[src/rtl/wakeup_issue_ctrl.sv]
`default_nettype none
// +----------------------------------------------------------------------------+
// | Module   : wakeup_issue_ctrl                                               |
// | Brief    : Producer-side issue controller: issue pulse + thermometer delay |
// |            vector, slot table and per-cycle wakeup tag broadcast.          |
// |            Optional stall counter enabled by WAKEUP_STALL_CNT_EN.          |
// | Revision : 1.0                                                             |
// +----------------------------------------------------------------------------+
module wakeup_issue_ctrl #(
  parameter int TAG_W = 4,
  parameter int SLOTS = 4
) (
  input  logic             clk,
  input  logic             rst,
  input  logic             req_valid,
  output logic             req_ready,
  input  logic [2:0]       req_lat,
  input  logic [TAG_W-1:0] req_tag,
  output logic             issu_en,
  output logic [7:0]       wdy,
  output logic             wb_valid,
  output logic [TAG_W-1:0] wb_tag,
  output logic [3:0]       inflight
`ifdef WAKEUP_STALL_CNT_EN
  ,
  output logic [15:0]      stall_cnt
`endif
);

  localparam logic [SLOTS-1:0] c_one = {{(SLOTS-1){1'b0}}, 1'b1};

  logic [SLOTS-1:0] r_pend;
  logic [2:0]       r_cnt [SLOTS];
  logic [TAG_W-1:0] r_tag [SLOTS];
  logic             r_issu_en;
  logic [7:0]       r_wdy;

  logic [SLOTS-1:0] w_free;
  logic [SLOTS-1:0] w_ready;
  logic [SLOTS-1:0] w_alloc_oh;
  logic [SLOTS-1:0] w_bc_oh;
  logic             w_accept;
  logic [TAG_W-1:0] w_wb_tag;
  logic [3:0]       w_inflight;

  for (genvar g = 0; g < SLOTS; g++) begin : g_slot_ready
    assign w_ready[g] = r_pend[g] && (r_cnt[g] == 3'd0);
  end

  // Isolate the lowest set bit: lowest free slot / lowest ready slot wins.
  assign w_free     = ~r_pend;
  assign w_alloc_oh = w_free & (~w_free + c_one);
  assign w_bc_oh    = w_ready & (~w_ready + c_one);

  assign req_ready  = |w_free;
  assign w_accept   = req_valid && req_ready;

  always_comb begin
    w_wb_tag   = '0;
    w_inflight = '0;
    for (int i = 0; i < SLOTS; i++) begin
      w_wb_tag   = w_wb_tag | (r_tag[i] & {TAG_W{w_bc_oh[i]}});
      w_inflight = w_inflight + {3'b000, r_pend[i]};
    end
  end

  // Allocation only targets free slots and broadcast only pending ones, so the
  // two never hit the same slot at one edge; a freed slot is reusable next edge.
  always_ff @(posedge clk or negedge rst) begin
    if (!rst) begin
      r_pend <= '0;
      for (int i = 0; i < SLOTS; i++) begin
        r_cnt[i] <= 3'd0;
        r_tag[i] <= '0;
      end
    end else begin
      for (int i = 0; i < SLOTS; i++) begin
        if (w_accept && w_alloc_oh[i]) begin
          r_pend[i] <= 1'b1;
          r_cnt[i]  <= req_lat;
          r_tag[i]  <= req_tag;
        end else if (w_bc_oh[i]) begin
          r_pend[i] <= 1'b0;
        end else if (r_pend[i] && (r_cnt[i] != 3'd0)) begin
          r_cnt[i]  <= r_cnt[i] - 3'd1;
        end
      end
    end
  end

  always_ff @(posedge clk or negedge rst) begin
    if (!rst) begin
      r_issu_en <= 1'b0;
      r_wdy     <= 8'h00;
    end else begin
      r_issu_en <= w_accept;
      r_wdy     <= w_accept ? (8'hFF << req_lat) : 8'h00;
    end
  end

  assign issu_en  = r_issu_en;
  assign wdy      = r_wdy;
  assign wb_valid = |w_ready;
  assign wb_tag   = w_wb_tag;
  assign inflight = w_inflight;

`ifdef WAKEUP_STALL_CNT_EN
  logic [15:0] r_stall_cnt;

  // An accepted all-ones tag doubles as a debug clear of the counter.
  always_ff @(posedge clk or negedge rst) begin
    if (!rst) begin
      r_stall_cnt <= 16'h0000;
    end else if (w_accept && (&req_tag)) begin
      r_stall_cnt <= 16'h0000;
    end else if (req_valid && !req_ready && (r_stall_cnt != 16'hFFFF)) begin
      r_stall_cnt <= r_stall_cnt + 16'h0001;
    end
  end

  assign stall_cnt = r_stall_cnt;
`endif

endmodule
`default_nettype wire

[config.mk]
export PLATFORM = sky130hd
export DESIGN_NAME = wakeup_issue_ctrl
export DESIGN_NICKNAME = d
export VERILOG_FILES = /design/src/rtl/wakeup_issue_ctrl.sv
export SDC_FILE = /design/constraint.sdc
export NUM_CORES = 1
export LEC_CHECK = 0
export BUFFER_PORTS_ARGS = -buffer_cell sky130_fd_sc_hd__buf_2
export CAP_MARGIN = 10
export CELL_PAD_IN_SITES_DETAIL_PLACEMENT = 1
export CELL_PAD_IN_SITES_GLOBAL_PLACEMENT = 2
export CORE_UTILIZATION = 39
export CTS_BUF_LIST = sky130_fd_sc_hd__clkbuf_4 sky130_fd_sc_hd__clkbuf_8 sky130_fd_sc_hd__clkbuf_16
export DETAILED_ROUTE_END_ITERATION = 6
export PLACE_DENSITY_LB_ADDON = 0.1
export SKIP_CTS_REPAIR_TIMING = 1
export SLEW_MARGIN = 10
export SYNTH_ARGS = -nofsm -noshare
export SYNTH_HDL_FRONTEND = slang
export SYNTH_SLANG_ARGS = --single-unit
[constraint.sdc]
create_clock -name clk -period 5.2 [get_ports clk]
set_clock_uncertainty 0.05 [all_clocks]
set_input_delay 0.52 -clock clk [delete_from_list [all_inputs] [get_ports clk]]
set_output_delay 0.52 -clock clk [all_outputs]
set_load 0.01 [all_outputs]
==> Yosys cells after proc, flatten, opt, wreduce, memory -nomap -nowiden <==
Cells that the tools add are included.
{ "word_totals": {"register_bits": 41, "inputBits": 10, "out_inout_bits": 19, "word_cells": 96} }
{ "op_classes": {"add_sub_neg": 9, "eq_ne": 4, "shifts": 1, "muxes": 21, "bitwise_logic": 12, "reduce_logical": 35} }
{ "op_table": {"columns": ["cell", "count"], "rows": [
  ["3-bit 2-to-1 mux", 12],
  ["4-bit bitwise AND", 6],
  ["2-bit nonzero test", 8],
  ["1-bit logical AND", 13],
  ["3-bit logical NOT", 4],
  ["4-bit NOT", 3],
  ["4-bit OR", 3],
  ["3-bit nonzero test", 4],
  ["3-bit by 1-bit subtractor with 3-bit output (second input constant)", 4],
  ["4-bit by 1-bit adder with 4-bit output (second input constant)", 2],
  ["1-bit 2-to-1 mux", 8],
  ["8-bit 2-to-1 mux", 1],
  ["2-bit by 1-bit inequality test with 1-bit output (second input constant)", 4],
  ["2-bit AND reduction", 4],
  ["4-bit OR reduction", 2],
  ["8-bit by 3-bit left shift with 8-bit output (first input constant)", 1],
  ["3-bit by 1-bit adder with 4-bit output", 1],
  ["2-bit by 1-bit adder with 3-bit output", 1],
  ["1-bit by 1-bit adder with 2-bit output", 1]
]} }

==> Logic depth before layout (Yosys ltp) <==
{ "logic_depth": {"word_depth": 9, "ltp_mapped": 7} }

==> Worst setup path after synthesis <==
Ideal clock, no wire load.
{ "synth_timing": {"path_type": "reg-to-output", "from": "register r_pend[0]", "to": "output inflight[1]", "t_arrival_ns": 1.664, "setup_slack_ns": 2.966, "path_stages_with_launch": 7, "cell_sequence": "dfrtp_1 > buf_2 > inv_1 > fa_1 > inv_1 > ha_1 > ha_1"} }
{ "synth_between": {"elab_chain_len": 3} }
{ "synth_rtl": {"columns": ["item", "line", "rtl"], "rows": [
  ["from (decl)", "32", "logic [SLOTS-1:0] r_pend;"],
  ["from (signal assigned)", "71", "r_pend <= '0;"],
  ["from (signal, indexed assignment)", "79", "r_pend[i] <= 1'b1;"],
  ["from (signal, indexed assignment)", "83", "r_pend[i] <= 1'b0;"],
  ["1-bit by 1-bit adder with 2-bit output", "63", "w_inflight = w_inflight + {3'b000, r_pend[i]};"],
  ["2-bit by 1-bit adder with 3-bit output", "63", null],
  ["3-bit by 1-bit adder with 4-bit output", "63", null],
  ["to (decl)", "23", "output logic [3:0] inflight"]
]} }
No other way between the ends.

==> Final worst setup path <==
Same ends and word-level chain as after synthesis.

==> reports/qor.csv <==
metric;value;unit
Final Util;0.460;
first-pass GRT wire length;7470;microns
ys async rst share;1.00;
VDD IR-drop max;0.222;mV
grt met2 use;0.321;
TNS Setup;0;ps
post-synthesis sequential area ratio;0.480;
met1 Resource Use GR;0.226;
Syn Nets;219;
CORE AREA;0.00514;sq mm
IO Count;29;
ordered cell list for the critical path;inv_1 > fa_1 > inv_1 > ha_1 > ha_1 > buf_2;
crit path kind;flip-flop to primary output;
delay of the slowest cell on the worst path;600;ps
Yosys cell types;43;
DRC viols;0;
final WL;4580;microns
Net Sw Frac;0.385;
Final Total Pwr;0.00159;W
worst skew pair latency;290;ps
CTS tree;built;
FP Rows;26;
antenna violations before repair;0;
initial DRC count;44;
Final setup viols;0;
Comb pwr share;0.461;
CP endpoint kind;primary output;
Syn Area/Cell;10.6;sq um
Sequential cell area;0.00100;sq mm
largest net degree at the start of global routing;41;
global route overflow;0;
1st-pass router iterations;4;
DIE AREA;0.00565;sq mm
placed insts;282;
Worst Tran Pin Value;914;ps
Worst EP required;4630;ps
worst-case clock buffer depth;2;
vias in the first global route;1548;
Routed WL per cell;15.8;microns
cts bufs inserted;5;
Post-synth EDFFs;0;
met3 GRT Util;0.0402;
RSZ-0062 raised after global routing;false;
most common cell after layout, fill and taps aside;dfrtp_1;
leakage power;1.17;nW
max-slew violation count;0;
switching pwr;0.000611;W
GR peak layer;met2;
Final Hold Fails;0;
fin cells;289;
Die Wd;75.2;microns
register share of total power;0.351;
ys flop type;dfrtp_1;
Worst EP arrival;2200;ps
H-tree depth;2;
Seq cells post-synth;40;
MaxCap Viol Count;0;
Placer Congestion;0.769;
cells after synthesis;196;
Post-DRT Antenna Nets;0;
Final period util;0.533;
diode count;0;
status;complete, no violations;
Post-DP HPWL;3340;microns
crit path max-delay cell type;dfrtp_1;
root buffer cell;clkbuf_8;
# clock sinks;40;
min Tclk post-route;2770;ps
input/output buffers;27;
clock power share;0.188;
PD cells;671;mW/mm^2
reg-to-reg slack, setup;3210;ps
Relative slew margins;0.391;
most frequent cells in the layout;40 x dfrtp_1, 27 x buf_2, 16 x inv_1, 16 x a21oi_1, 16 x mux2_1;
Startpoint Class;flip-flop;
Starting Density;0.406;
Worst-path clk slew;80;ps
RR Startpoint;r_pend[0]$_DFFE_PN0P_;
Tot GR Track Use;0.182;
Via density;5.17;
Fillers;593;
Area growth, synth to finish;13.3;%
Power Internal;0.000975;W
Max FO, Critical Path;13;
FF-to-FF path depth;5;
area occupied by multi-input gates;945;sq um
nets;242;
Post-Syn Area;0.00209;sq mm
routed via count;1494;
share of cells above drive strength 1;0.196;
die height;75.2;microns
Synth warnings;0;
endpoint of the worst register-to-register path;r_tag[15]$_DFFE_PN0P_;
worst hold path type;primary input to async pin;
maximum clock rate;361;MHz
==> synth_stat cells (3+ instances only) <==
cell type | n | area share
nor2_1 | 11 | 0.020
xnor2_1 | 3 | 0.013
a21o_1 | 5 | 0.018
dfrtp_1 | 40 | 0.48
nand3_1 | 7 | 0.017
buf_4 | 4 | 0.014
mux2i_1 | 3 | 0.014
ha_1 | 12 | 0.072
inv_1 | 16 | 0.029
a21oi_1 | 16 | 0.038
and3b_1 | 3 | 0.013
nand3b_1 | 3 | 0.011
clkbuf_1 | 3 | 0.0054
nand2_1 | 12 | 0.022
mux2_1 | 16 | 0.086
o21ai_1 | 4 | 0.0096
==> registers in the layout (all words and copies together) (netlist names) <==
register / count
wdy: 7
r_cnt: 12
r_pend: 4
r_tag: 16
issu_en: 1
==> worst max path at each step <==
stage | from | end | cells past startpoint | slack [ps]
after detailed placement | r_pend[0]$_DFFE_PN0P_ | inflight[1] | 6 | 2740
after floorplan | r_pend[0]$_DFFE_PN0P_ | inflight[1] | 6 | 2970
after CTS | r_pend[0]$_DFFE_PN0P_ | inflight[1] | 6 | 2420
after global placement | r_pend[0]$_DFFE_PN0P_ | inflight[1] | 6 | 2790
final | r_pend[0]$_DFFE_PN0P_ | inflight[1] | 6 | 2430
after global routing | r_pend[0]$_DFFE_PN0P_ | inflight[1] | 6 | 2330
==> metal layers <==
layer	wire [microns]	up-vias
li1	-	713
met1	2030	755
met2	2380	21
met3	116	5
met4	48	0
met5	0	-
==> metrics by stage <==
step | instance area, sq um | hold WS, ps | setup slack [ps]
floorplan | 2090 | 174 | 2970
CTS | 2360 | 337 | 2420
finish | 2360 | 305 | 2430
global placement | 2240 | 419 | 2790
detailed placement | 2240 | 433 | 2740
global route | 2360 | 374 | 2330
==> cells by family (layout without fill, tap and decap cells) <==
| kind of cell | Yosys count | count (layout) | synth area share |
|---|---|---|---|
| AO/OA/AOI/OAI | 39 | 39 | 0.114 |
| XOR/XNOR | 4 | 4 | 0.0168 |
| adder cells (fa/ha/maj) | 13 | 13 | 0.0815 |
| buffers and inverters | 29 | 52 | 0.0677 |
| flip-flops | 40 | 40 | 0.480 |
| multiplexers | 20 | 20 | 0.106 |
| other | 1 | 1 | 0.00180 |
| AND/OR/NAND/NOR | 50 | 50 | 0.133 |
==> worst max-delay path, delay by kind of cell (launching register included) <==
| kind | cells | cell delay, ps |
|---|---|---|
| DFF | 1 | 600 |
| adders and majority gates | 3 | 990 |
| buffers and inverters | 3 | 330 |
==> power by group through the flow <==
stage | logic (W) | clock network, W | registers, W
after floorplan | 0.000575 | 0 | 0.000531
after global placement | 0.000709 | 0 | 0.000551
after detailed placement | 0.000742 | 0 | 0.000564
after CTS | 0.000748 | 0.000304 | 0.000558
after global routing | 0.000837 | 0.000314 | 0.000578
final | 0.000731 | 0.000298 | 0.000558
==> cell type report <==
class,count,share of cell area
clock buffers,5,0.0291
well taps,70,0.0370
inverters,18,0.0286
clock inverters,2,0.0254
multi-input cells,127,0.399
repair buffers,27,0.0571
flip-flops and latches,40,0.423
(Power assumes the default switching activity.)
